--- src/rtl/sctag_dir_req_seq_if.sv ---
// Request/response bundle between a C3 directory requester and
// the sequencer that produces the registered C4 control set.
interface sctag_dir_req_seq_if;
  logic       lkup_req_c3;
  logic [3:0] lkup_panel_c3;
  logic [7:0] inval_mask_c3;
  logic       rd_req_c3;
  logic       wr_req_c3;
  logic [1:0] rd_panel_c3;
  logic [1:0] wr_panel_c3;
  logic [5:0] rd_entry_c3;
  logic [5:0] wr_entry_c3;
  logic       warm_clr_req;
  logic       dir_stall_c3;
  logic [3:0] lkup_en_c4_buf;
  logic [7:0] inval_mask_c4_buf;
  logic [3:0] rw_dec_c4_buf;
  logic       rd_en_c4_buf;
  logic       wr_en_c4_buf;
  logic [5:0] rw_entry_c4_buf;
  logic       dir_clear_c4_buf;
  logic       clr_busy;
  logic       clr_done;

  modport master (
    output lkup_req_c3, lkup_panel_c3, inval_mask_c3,
    output rd_req_c3, wr_req_c3,
    output rd_panel_c3, wr_panel_c3,
    output rd_entry_c3, wr_entry_c3,
    output warm_clr_req,
    input  dir_stall_c3,
    input  lkup_en_c4_buf, inval_mask_c4_buf,
    input  rw_dec_c4_buf, rd_en_c4_buf, wr_en_c4_buf,
    input  rw_entry_c4_buf, dir_clear_c4_buf,
    input  clr_busy, clr_done
  );

  modport slave (
    input  lkup_req_c3, lkup_panel_c3, inval_mask_c3,
    input  rd_req_c3, wr_req_c3,
    input  rd_panel_c3, wr_panel_c3,
    input  rd_entry_c3, wr_entry_c3,
    input  warm_clr_req,
    output dir_stall_c3,
    output lkup_en_c4_buf, inval_mask_c4_buf,
    output rw_dec_c4_buf, rd_en_c4_buf, wr_en_c4_buf,
    output rw_entry_c4_buf, dir_clear_c4_buf,
    output clr_busy, clr_done
  );
endinterface

--- src/rtl/sctag_dir_req_seq.sv ---
// L2 tag directory request sequencer: C3 decode into registered
// C4 controls, one-entry read skid and warm-clear sweep.
module sctag_dir_req_seq #(
  parameter int NENT = 64
) (
  input logic              rclk,
  input logic              arst_l,
  sctag_dir_req_seq_if.slave dir
);

  localparam int unsigned LAST = NENT - 1;

  typedef enum logic [1:0] {
    IDLE,
    DRAIN,
    CLEAR,
    DONE
  } state_e;

  state_e     state_q, state_d;
  logic [5:0] cnt_q, cnt_d;
  logic       clr_pend_q, clr_pend_d;
  logic       clr_busy_q, clr_busy_d;
  logic       clr_done_q, clr_done_d;

  logic       skid_full_q, skid_full_d;
  logic [1:0] skid_panel_q, skid_panel_d;
  logic [5:0] skid_entry_q, skid_entry_d;

  logic [3:0] lkup_en_q, lkup_en_d;
  logic [7:0] inval_q, inval_d;
  logic [3:0] rw_dec_q, rw_dec_d;
  logic       rd_en_q, rd_en_d;
  logic       wr_en_q, wr_en_d;
  logic [5:0] rw_entry_q, rw_entry_d;
  logic       dir_clr_q, dir_clr_d;

  logic stall;
  logic lkup_v, rd_v, wr_v;
  logic accept;

  assign stall  = skid_full_q | (state_q != IDLE) | clr_pend_q;
  assign lkup_v = dir.lkup_req_c3 & ~stall;
  assign rd_v   = dir.rd_req_c3 & ~stall;
  assign wr_v   = dir.wr_req_c3 & ~stall;
  assign accept = dir.warm_clr_req & (state_q == IDLE) & ~clr_pend_q;

  always_comb begin
    state_d    = state_q;
    cnt_d      = cnt_q;
    unique case (state_q)
      IDLE: begin
        if (clr_pend_q) state_d = skid_full_q ? DRAIN : CLEAR;
      end
      DRAIN: begin
        if (!skid_full_q) state_d = CLEAR;
      end
      CLEAR: begin
        cnt_d = cnt_q + 6'd1;
        if (cnt_q == 6'(LAST)) begin
          state_d = DONE;
          cnt_d   = '0;
        end
      end
      DONE: state_d = IDLE;
      default: state_d = IDLE;
    endcase

    clr_pend_d = clr_pend_q | accept;
    if (state_d == CLEAR) clr_pend_d = 1'b0;
    clr_busy_d = clr_pend_d | (state_d != IDLE);
    clr_done_d = (state_d == DONE);
  end

  // Skid only ever holds the read that lost a same-cycle collision.
  always_comb begin
    skid_full_d  = ~skid_full_q & rd_v & wr_v;
    skid_panel_d = skid_panel_q;
    skid_entry_d = skid_entry_q;
    if (rd_v & wr_v) begin
      skid_panel_d = dir.rd_panel_c3;
      skid_entry_d = dir.rd_entry_c3;
    end
  end

  always_comb begin
    lkup_en_d  = '0;
    inval_d    = '0;
    rw_dec_d   = '0;
    rd_en_d    = 1'b0;
    wr_en_d    = 1'b0;
    rw_entry_d = '0;
    dir_clr_d  = 1'b0;
    if (state_d == CLEAR) begin
      dir_clr_d  = 1'b1;
      rw_dec_d   = 4'hF;
      rw_entry_d = cnt_d;
    end else begin
      if (lkup_v) begin
        lkup_en_d = dir.lkup_panel_c3;
        inval_d   = dir.inval_mask_c3;
      end
      priority case (1'b1)
        skid_full_q: begin
          rd_en_d    = 1'b1;
          rw_dec_d   = 4'b0001 << skid_panel_q;
          rw_entry_d = skid_entry_q;
        end
        wr_v: begin
          wr_en_d    = 1'b1;
          rw_dec_d   = 4'b0001 << dir.wr_panel_c3;
          rw_entry_d = dir.wr_entry_c3;
        end
        rd_v: begin
          rd_en_d    = 1'b1;
          rw_dec_d   = 4'b0001 << dir.rd_panel_c3;
          rw_entry_d = dir.rd_entry_c3;
        end
        default: ;
      endcase
    end
  end

  always_ff @(posedge rclk or negedge arst_l) begin
    if (!arst_l) begin
      state_q      <= IDLE;
      cnt_q        <= '0;
      clr_pend_q   <= 1'b0;
      clr_busy_q   <= 1'b0;
      clr_done_q   <= 1'b0;
      skid_full_q  <= 1'b0;
      skid_panel_q <= '0;
      skid_entry_q <= '0;
      lkup_en_q    <= '0;
      inval_q      <= '0;
      rw_dec_q     <= '0;
      rd_en_q      <= 1'b0;
      wr_en_q      <= 1'b0;
      rw_entry_q   <= '0;
      dir_clr_q    <= 1'b0;
    end else begin
      state_q      <= state_d;
      cnt_q        <= cnt_d;
      clr_pend_q   <= clr_pend_d;
      clr_busy_q   <= clr_busy_d;
      clr_done_q   <= clr_done_d;
      skid_full_q  <= skid_full_d;
      skid_panel_q <= skid_panel_d;
      skid_entry_q <= skid_entry_d;
      lkup_en_q    <= lkup_en_d;
      inval_q      <= inval_d;
      rw_dec_q     <= rw_dec_d;
      rd_en_q      <= rd_en_d;
      wr_en_q      <= wr_en_d;
      rw_entry_q   <= rw_entry_d;
      dir_clr_q    <= dir_clr_d;
    end
  end

  assign dir.dir_stall_c3      = stall;
  assign dir.lkup_en_c4_buf    = lkup_en_q;
  assign dir.inval_mask_c4_buf = inval_q;
  assign dir.rw_dec_c4_buf     = rw_dec_q;
  assign dir.rd_en_c4_buf      = rd_en_q;
  assign dir.wr_en_c4_buf      = wr_en_q;
  assign dir.rw_entry_c4_buf   = rw_entry_q;
  assign dir.dir_clear_c4_buf  = dir_clr_q;
  assign dir.clr_busy          = clr_busy_q;
  assign dir.clr_done          = clr_done_q;

endmodule

--- src/flat_wrapper.sv ---
// flat-port wrapper written by rule: the top's interface ports become plain ports
module sctag_dir_req_seq_flat 
#(
  parameter int NENT = 64
)
  (rclk, arst_l, dir_lkup_req_c3, dir_lkup_panel_c3, dir_inval_mask_c3, dir_rd_req_c3, dir_wr_req_c3, dir_rd_panel_c3, dir_wr_panel_c3, dir_rd_entry_c3, dir_wr_entry_c3, dir_warm_clr_req, dir_dir_stall_c3, dir_lkup_en_c4_buf, dir_inval_mask_c4_buf, dir_rw_dec_c4_buf, dir_rd_en_c4_buf, dir_wr_en_c4_buf, dir_rw_entry_c4_buf, dir_dir_clear_c4_buf, dir_clr_busy, dir_clr_done);
  sctag_dir_req_seq_if dir_i ();
  input logic rclk;
  input logic arst_l;
  input wire logic [$bits(dir_i.lkup_req_c3)-1:0] dir_lkup_req_c3;
  input wire logic [$bits(dir_i.lkup_panel_c3)-1:0] dir_lkup_panel_c3;
  input wire logic [$bits(dir_i.inval_mask_c3)-1:0] dir_inval_mask_c3;
  input wire logic [$bits(dir_i.rd_req_c3)-1:0] dir_rd_req_c3;
  input wire logic [$bits(dir_i.wr_req_c3)-1:0] dir_wr_req_c3;
  input wire logic [$bits(dir_i.rd_panel_c3)-1:0] dir_rd_panel_c3;
  input wire logic [$bits(dir_i.wr_panel_c3)-1:0] dir_wr_panel_c3;
  input wire logic [$bits(dir_i.rd_entry_c3)-1:0] dir_rd_entry_c3;
  input wire logic [$bits(dir_i.wr_entry_c3)-1:0] dir_wr_entry_c3;
  input wire logic [$bits(dir_i.warm_clr_req)-1:0] dir_warm_clr_req;
  output wire logic [$bits(dir_i.dir_stall_c3)-1:0] dir_dir_stall_c3;
  output wire logic [$bits(dir_i.lkup_en_c4_buf)-1:0] dir_lkup_en_c4_buf;
  output wire logic [$bits(dir_i.inval_mask_c4_buf)-1:0] dir_inval_mask_c4_buf;
  output wire logic [$bits(dir_i.rw_dec_c4_buf)-1:0] dir_rw_dec_c4_buf;
  output wire logic [$bits(dir_i.rd_en_c4_buf)-1:0] dir_rd_en_c4_buf;
  output wire logic [$bits(dir_i.wr_en_c4_buf)-1:0] dir_wr_en_c4_buf;
  output wire logic [$bits(dir_i.rw_entry_c4_buf)-1:0] dir_rw_entry_c4_buf;
  output wire logic [$bits(dir_i.dir_clear_c4_buf)-1:0] dir_dir_clear_c4_buf;
  output wire logic [$bits(dir_i.clr_busy)-1:0] dir_clr_busy;
  output wire logic [$bits(dir_i.clr_done)-1:0] dir_clr_done;
  assign dir_i.lkup_req_c3 = dir_lkup_req_c3;
  assign dir_i.lkup_panel_c3 = dir_lkup_panel_c3;
  assign dir_i.inval_mask_c3 = dir_inval_mask_c3;
  assign dir_i.rd_req_c3 = dir_rd_req_c3;
  assign dir_i.wr_req_c3 = dir_wr_req_c3;
  assign dir_i.rd_panel_c3 = dir_rd_panel_c3;
  assign dir_i.wr_panel_c3 = dir_wr_panel_c3;
  assign dir_i.rd_entry_c3 = dir_rd_entry_c3;
  assign dir_i.wr_entry_c3 = dir_wr_entry_c3;
  assign dir_i.warm_clr_req = dir_warm_clr_req;
  assign dir_dir_stall_c3 = dir_i.dir_stall_c3;
  assign dir_lkup_en_c4_buf = dir_i.lkup_en_c4_buf;
  assign dir_inval_mask_c4_buf = dir_i.inval_mask_c4_buf;
  assign dir_rw_dec_c4_buf = dir_i.rw_dec_c4_buf;
  assign dir_rd_en_c4_buf = dir_i.rd_en_c4_buf;
  assign dir_wr_en_c4_buf = dir_i.wr_en_c4_buf;
  assign dir_rw_entry_c4_buf = dir_i.rw_entry_c4_buf;
  assign dir_dir_clear_c4_buf = dir_i.dir_clear_c4_buf;
  assign dir_clr_busy = dir_i.clr_busy;
  assign dir_clr_done = dir_i.clr_done;
  sctag_dir_req_seq #(.NENT(NENT)) u_core (.rclk(rclk), .arst_l(arst_l), .dir(dir_i));
endmodule
--- config.mk ---
export PLATFORM = sky130hd
export DESIGN_NAME = sctag_dir_req_seq_flat
export DESIGN_NICKNAME = d
export VERILOG_FILES = /design/src/rtl/sctag_dir_req_seq_if.sv /design/src/rtl/sctag_dir_req_seq.sv /design/src/flat_wrapper.sv
export SDC_FILE = /design/constraint.sdc
export NUM_CORES = 1
export LEC_CHECK = 0
export BUFFER_PORTS_ARGS = -buffer_cell sky130_fd_sc_hd__buf_2
export CORE_MARGIN = 4
export CORE_UTILIZATION = 54
export CTS_CLUSTER_DIAMETER = 40
export DETAILED_ROUTE_END_ITERATION = 12
export PLACE_DENSITY = 0.84
export SYNTH_ARGS = -nofsm -noshare
export SYNTH_HDL_FRONTEND = slang
export SYNTH_SLANG_ARGS = --single-unit
export TNS_END_PERCENT = 10
--- constraint.sdc ---
create_clock -name rclk -period 3.2 [get_ports rclk]
set_input_delay 0.8 -clock rclk [delete_from_list [all_inputs] [get_ports rclk]]
set_output_delay 0.8 -clock rclk [all_outputs]
set_load 0.005 [all_outputs]
# == Yosys cells after proc, flatten, opt, wreduce, memory -nomap -nowiden ==
# Cells that the tools add are included.
# word_totals
reg_bits,45
in_bits,34
word_cells,71
# op_classes
add_sub_neg,1
eq_ne,6
shift,3
mux,28
bitwise,15
n_reduce_logical,3
# op_table
cell,count
6-bit 2-to-1 mux,6
4-bit 2-to-1 mux,6
8-bit 2-to-1 mux,2
1-bit by 2-bit left shift with 4-bit output (first input constant),3
1-bit 2-to-1 mux,9
1-bit AND,8
2-bit == test (second input constant),4
2-bit 2-to-1 mux,4
2-bit one-hot mux with 4 select lines,1
6-bit by 1-bit adder with 6-bit output (second input constant),1
6-bit == test (second input constant),1
1-bit OR,4
2-bit nonzero test,2
1-bit NOT,3
2-bit by 1-bit == test with 1-bit output (second input constant),1
2-bit zero test,1

# == Longest topological paths before layout ==
# logic_depth
word_depth,9
depth_mapped,7
mapped_depth_nobuf,5

# == Worst setup path after synthesis ==
# OpenSTA, ideal clock, no wires.
# synth_timing
path_kind,register to output
startpoint,register u_core.state_q[0]
endpoint,output dir_dir_stall_c3
arrival_ps,1160
path_slack_ps,1240
path_stages_with_launch,5
n_path_buf,2
cell_sequence,dfrtp_1 > buf_6 > nor4_4 > clkbuf_1 > inv_1
# synth_between
elab_chain_len,3
# synth_rtl
item,line_no,rtl
"start, declared",sctag_dir_req_seq.sv:20,"state_e state_q, state_d;"
"start signal, assigned",sctag_dir_req_seq.sv:142,state_q <= state_d;
2-bit nonzero test,sctag_dir_req_seq.sv:42,assign stall = skid_full_q | (state_q != IDLE) | clr_pend_q;
1-bit OR (2 in series),sctag_dir_req_seq.sv:42,
"end, declared",flat_wrapper.sv:20,output wire logic [$bits(dir_i.dir_stall_c3)-1:0] dir_dir_stall_c3;
# Every way passes these cells.

# == Worst setup path after layout ==
# layout_timing
startpoint,register u_core.skid_full_q
endpoint,output dir_dir_stall_c3
# layout_between
elab_chain_len,2
# layout_rtl
item,line_no,rtl
"start, declared",sctag_dir_req_seq.sv:26,"logic skid_full_q, skid_full_d;"
"start signal, assigned",sctag_dir_req_seq.sv:147,skid_full_q <= skid_full_d;
1-bit OR (2 in series),sctag_dir_req_seq.sv:42,
# Every way passes these cells.

==> key figures <==
Final layout
  • Commonest non-fill, non-tap cell in the layout: buf_2
  • Antenna cells: 0
  • Most frequent cells in the layout: buf_2, dfrtp_1, nor2_1, and3_1, mux2_4
  • Post-route cell area: 0.00228 sq mm
  • Number of fill cells: 252
  • Final core occ: 67.4%
  • Layout cells sized above 1: 39.6%
  • Fin cells: 263
  • Nets: 251
  • Layout area overhead: 18.6%

Global routing
  • Vias in the first global route: 1354
  • Largest net degree at the start of global routing: 46
  • Final global-route overflow total: 0
  • First-pass GRT wire length: 6.46 mm
  • Initial antenna violation count: 0
  • Gr usage total: 19.6%

Floorplanning
  • Die area: 0.00459 sq mm
  • Initial Util: 56.8%
  • Row cnt: 21
  • Top Ports: 62
  • Die height: 67.7 um
  • Core area: 0.00339 sq mm
  • Die X: 67.7 um

Placed design
  • Detailed placement HPWL: 2.82 mm
  • Placed cell area: 0.00223 sq mm
  • Place WS: 1.01 ns
  • Placed insts: 255
  • Final Wtd Congestion: 0.806
  • IO Port Bufs: 61

Clock tree
  • CTS Buf Count: 5
  • CTS Root Cell: clkbuf_4
  • Clock H-tree levels: 2
  • Register clock-pin slew on the reported worst setup and hold paths: 0.12 ns
  • CTS tree: yes
  • Worst-Skew Late Latency: 0.36 ns
  • Post-CTS Resized: 0
  • Cts hold-fix bufs: 0
  • Bufs on Longest Clock Path: 2
  • CTS Sinks: 45
  • Postcts setup bufs: 0

STA
  • Period utilization: 81.7%
  • Final setup vio count: 0
  • Actual slew at the worst max-slew pin: 0.944 ns
  • Unrepaired setup endpoints after global routing: false
  • Setup TNS: 0 ns
  • Post-route setup slack: 0.585 ns
  • Worst slew margin: 37.1%
  • Final Critical Period: 2.62 ns
  • Pins Over Slew Limit: 0
  • Clk_skew: 0.0128 ns
  • Fmax: 382 MHz
  • Hold Vio Cnt, Final: 0
  • Hold WS: 0.504 ns

Outcome
  • Status: completed

Synth
  • Top post-synthesis cells by area: dfrtp_1, mux2_4, and3_1, nor2_1, a222oi_1
  • Syn Nets: 190
  • Post-Synthesis Cells: 155
  • Mapped Area: 0.00193 sq mm
  • Post-synthesis sequential area ratio: 58.5%
  • Distinct cells, synth: 40
  • Average size of a mapped cell: 12.4 sq um
  • Seq cells post-synth: 45
  • Post-synth top area cell: dfrtp_1
  • Warnings, synthesis: 0
  • Post-synth top area share: 58.5%

Routing
  • Vias: 1383
  • Met3 WL: 417 um
  • DRC Markers: 0
  • 1st-iter DRT viols: 126
  • Wl on met1: 1.58 mm
  • Uppermost layer routed: met4
  • WL met2: 1.78 mm
  • DR pass1 iterations: 5
  • Final ANT Viol Nets: 0
  • DR vias/cell: 5.26
  • Wire length per cell: 14.6 um
  • WL final: 3.84 mm

Setup path
  • Crit path capture type: primary output
  • Critical path type: flop to primary output
  • Crit path DAT: 1.82 ns
  • Max FO, Critical Path: 17
  • Critical path cell sequence: nor4_4 -> inv_1 -> buf_2
  • Critical path launch point type: flop
  • CP max-delay cell: nor4_4
  • Slowest Stage Delay on Critical Path: 0.66 ns
  • Critical Path RT: 2.40 ns

Pwr
  • LEAKAGE: 1.19 nW
  • VDD IR max: 0.000452 V
  • Total power draw: 1.79 mW
  • Power Density: 783 mW/mm^2

Flow run
  • Total of max-cap violations: 0

Min path
  • Hold crit path type: flop to flop
## cell families (layout without fill, tap and decap cells)
group / count (synthesis) / in the layout / share of synthesized area [%]
compound gates: 20 / 20 / 7.41
xor+xnor: 4 / 4 / 1.82
buf+inv: 15 / 77 / 4.68
fa+ha+maj: 1 / 1 / 0.650
simple gates: 56 / 56 / 17.5
flops: 45 / 45 / 58.5
mux: 14 / 14 / 9.49
## registers in the layout, summed over array words and instances, names as in the netlist
| register | flops |
|---|---|
| u_core.skid_full_q | 1 |
| u_core.dir.lkup_en_c4_buf | 4 |
| u_core.dir.clr_done | 1 |
| u_core.dir.dir_clear_c4_buf | 1 |
| u_core.dir.rw_dec_c4_buf | 4 |
| u_core.state_q | 2 |
| u_core.dir.wr_en_c4_buf | 1 |
| u_core.dir.inval_mask_c4_buf | 8 |
| u_core.cnt_q | 6 |
| u_core.clr_pend_q | 1 |
| u_core.skid_entry_q | 6 |
| u_core.skid_panel_q | 2 |
| u_core.dir.rw_entry_c4_buf | 6 |
| u_core.dir.rd_en_c4_buf | 1 |
| u_core.dir.clr_busy | 1 |
## synthesized netlist by cell type
library cell,count
a21o_1,1
a22o_1,2
inv_2,1
and2_1,1
xor2_1,2
and2b_1,1
mux2_4,8
a31oi_1,2
nand4_1,5
nor2_1,13
nand2b_1,1
mux2i_1,4
or2_2,1
ha_1,1
o211ai_1,1
buf_6,2
a222oi_1,4
o21ai_0,2
nand3_1,4
dfrtp_1,45
and3_1,10
nand2_1,7
and2_4,1
o311ai_1,1
nand2_8,1
mux2_1,1
nand3b_1,3
a311oi_1,1
nor3b_1,1
and3b_1,1
inv_1,6
mux2_2,1
and3_2,3
buf_12,1
clkbuf_1,3
xnor2_1,2
buf_2,2
a21oi_1,6
nor4_4,1
nor3_1,2
## where the power goes
part / switching (mW) / total, mW / internal [mW] / leakage, nW
logic: 0.314 / 0.646 / 0.333 / 0.603
clock network: 0.171 / 0.255 / 0.0839 / 0.0320
registers: 0.126 / 0.888 / 0.761 / 0.559
## worst paths after layout
check,from,to,slack [ns],depth (start not counted)
hold / removal,u_core.cnt_q[4],u_core.cnt_q[4],0.50,1
min in group asynchronous,arst_l,u_core.dir.clr_busy,0.57,1
hold reg to reg,u_core.cnt_q[4],u_core.cnt_q[4],0.50,1
max in group asynchronous,arst_l,u_core.cnt_q[4],2.04,1
setup / recovery,u_core.skid_full_q,dir_dir_stall_c3,0.58,3
setup reg to reg,u_core.skid_full_q,u_core.dir.rw_entry_c4_buf[1],1.04,4
## critical path, delay by kind of cell, from the launching register on
family        cells  cell delay (ns)
buf+inv           2             0.23
flops             1             0.57
simple gates      1             0.66
## cell type report
type / instances / area, sq um / area share [%]
Clock buffer: 6 / 41.3 / 1.81
Clock inverter: 2 / 10.0 / 0.438
Multi-Input combinational cell: 95 / 709 / 31.1
Tap cell: 46 / 57.6 / 2.52
Timing Repair Buffer: 62 / 313 / 13.7
Sequential cell: 45 / 1130 / 49.3
Inverter: 7 / 26.3 / 1.15
## layer usage
layer	vias up	GRT usage [%]
met1	634	24.7
met3	7	6.99
met5	-	0
met2	72	30.4
met4	0	8.35
li1	670	-
Power figures use the tool's default switching activity.
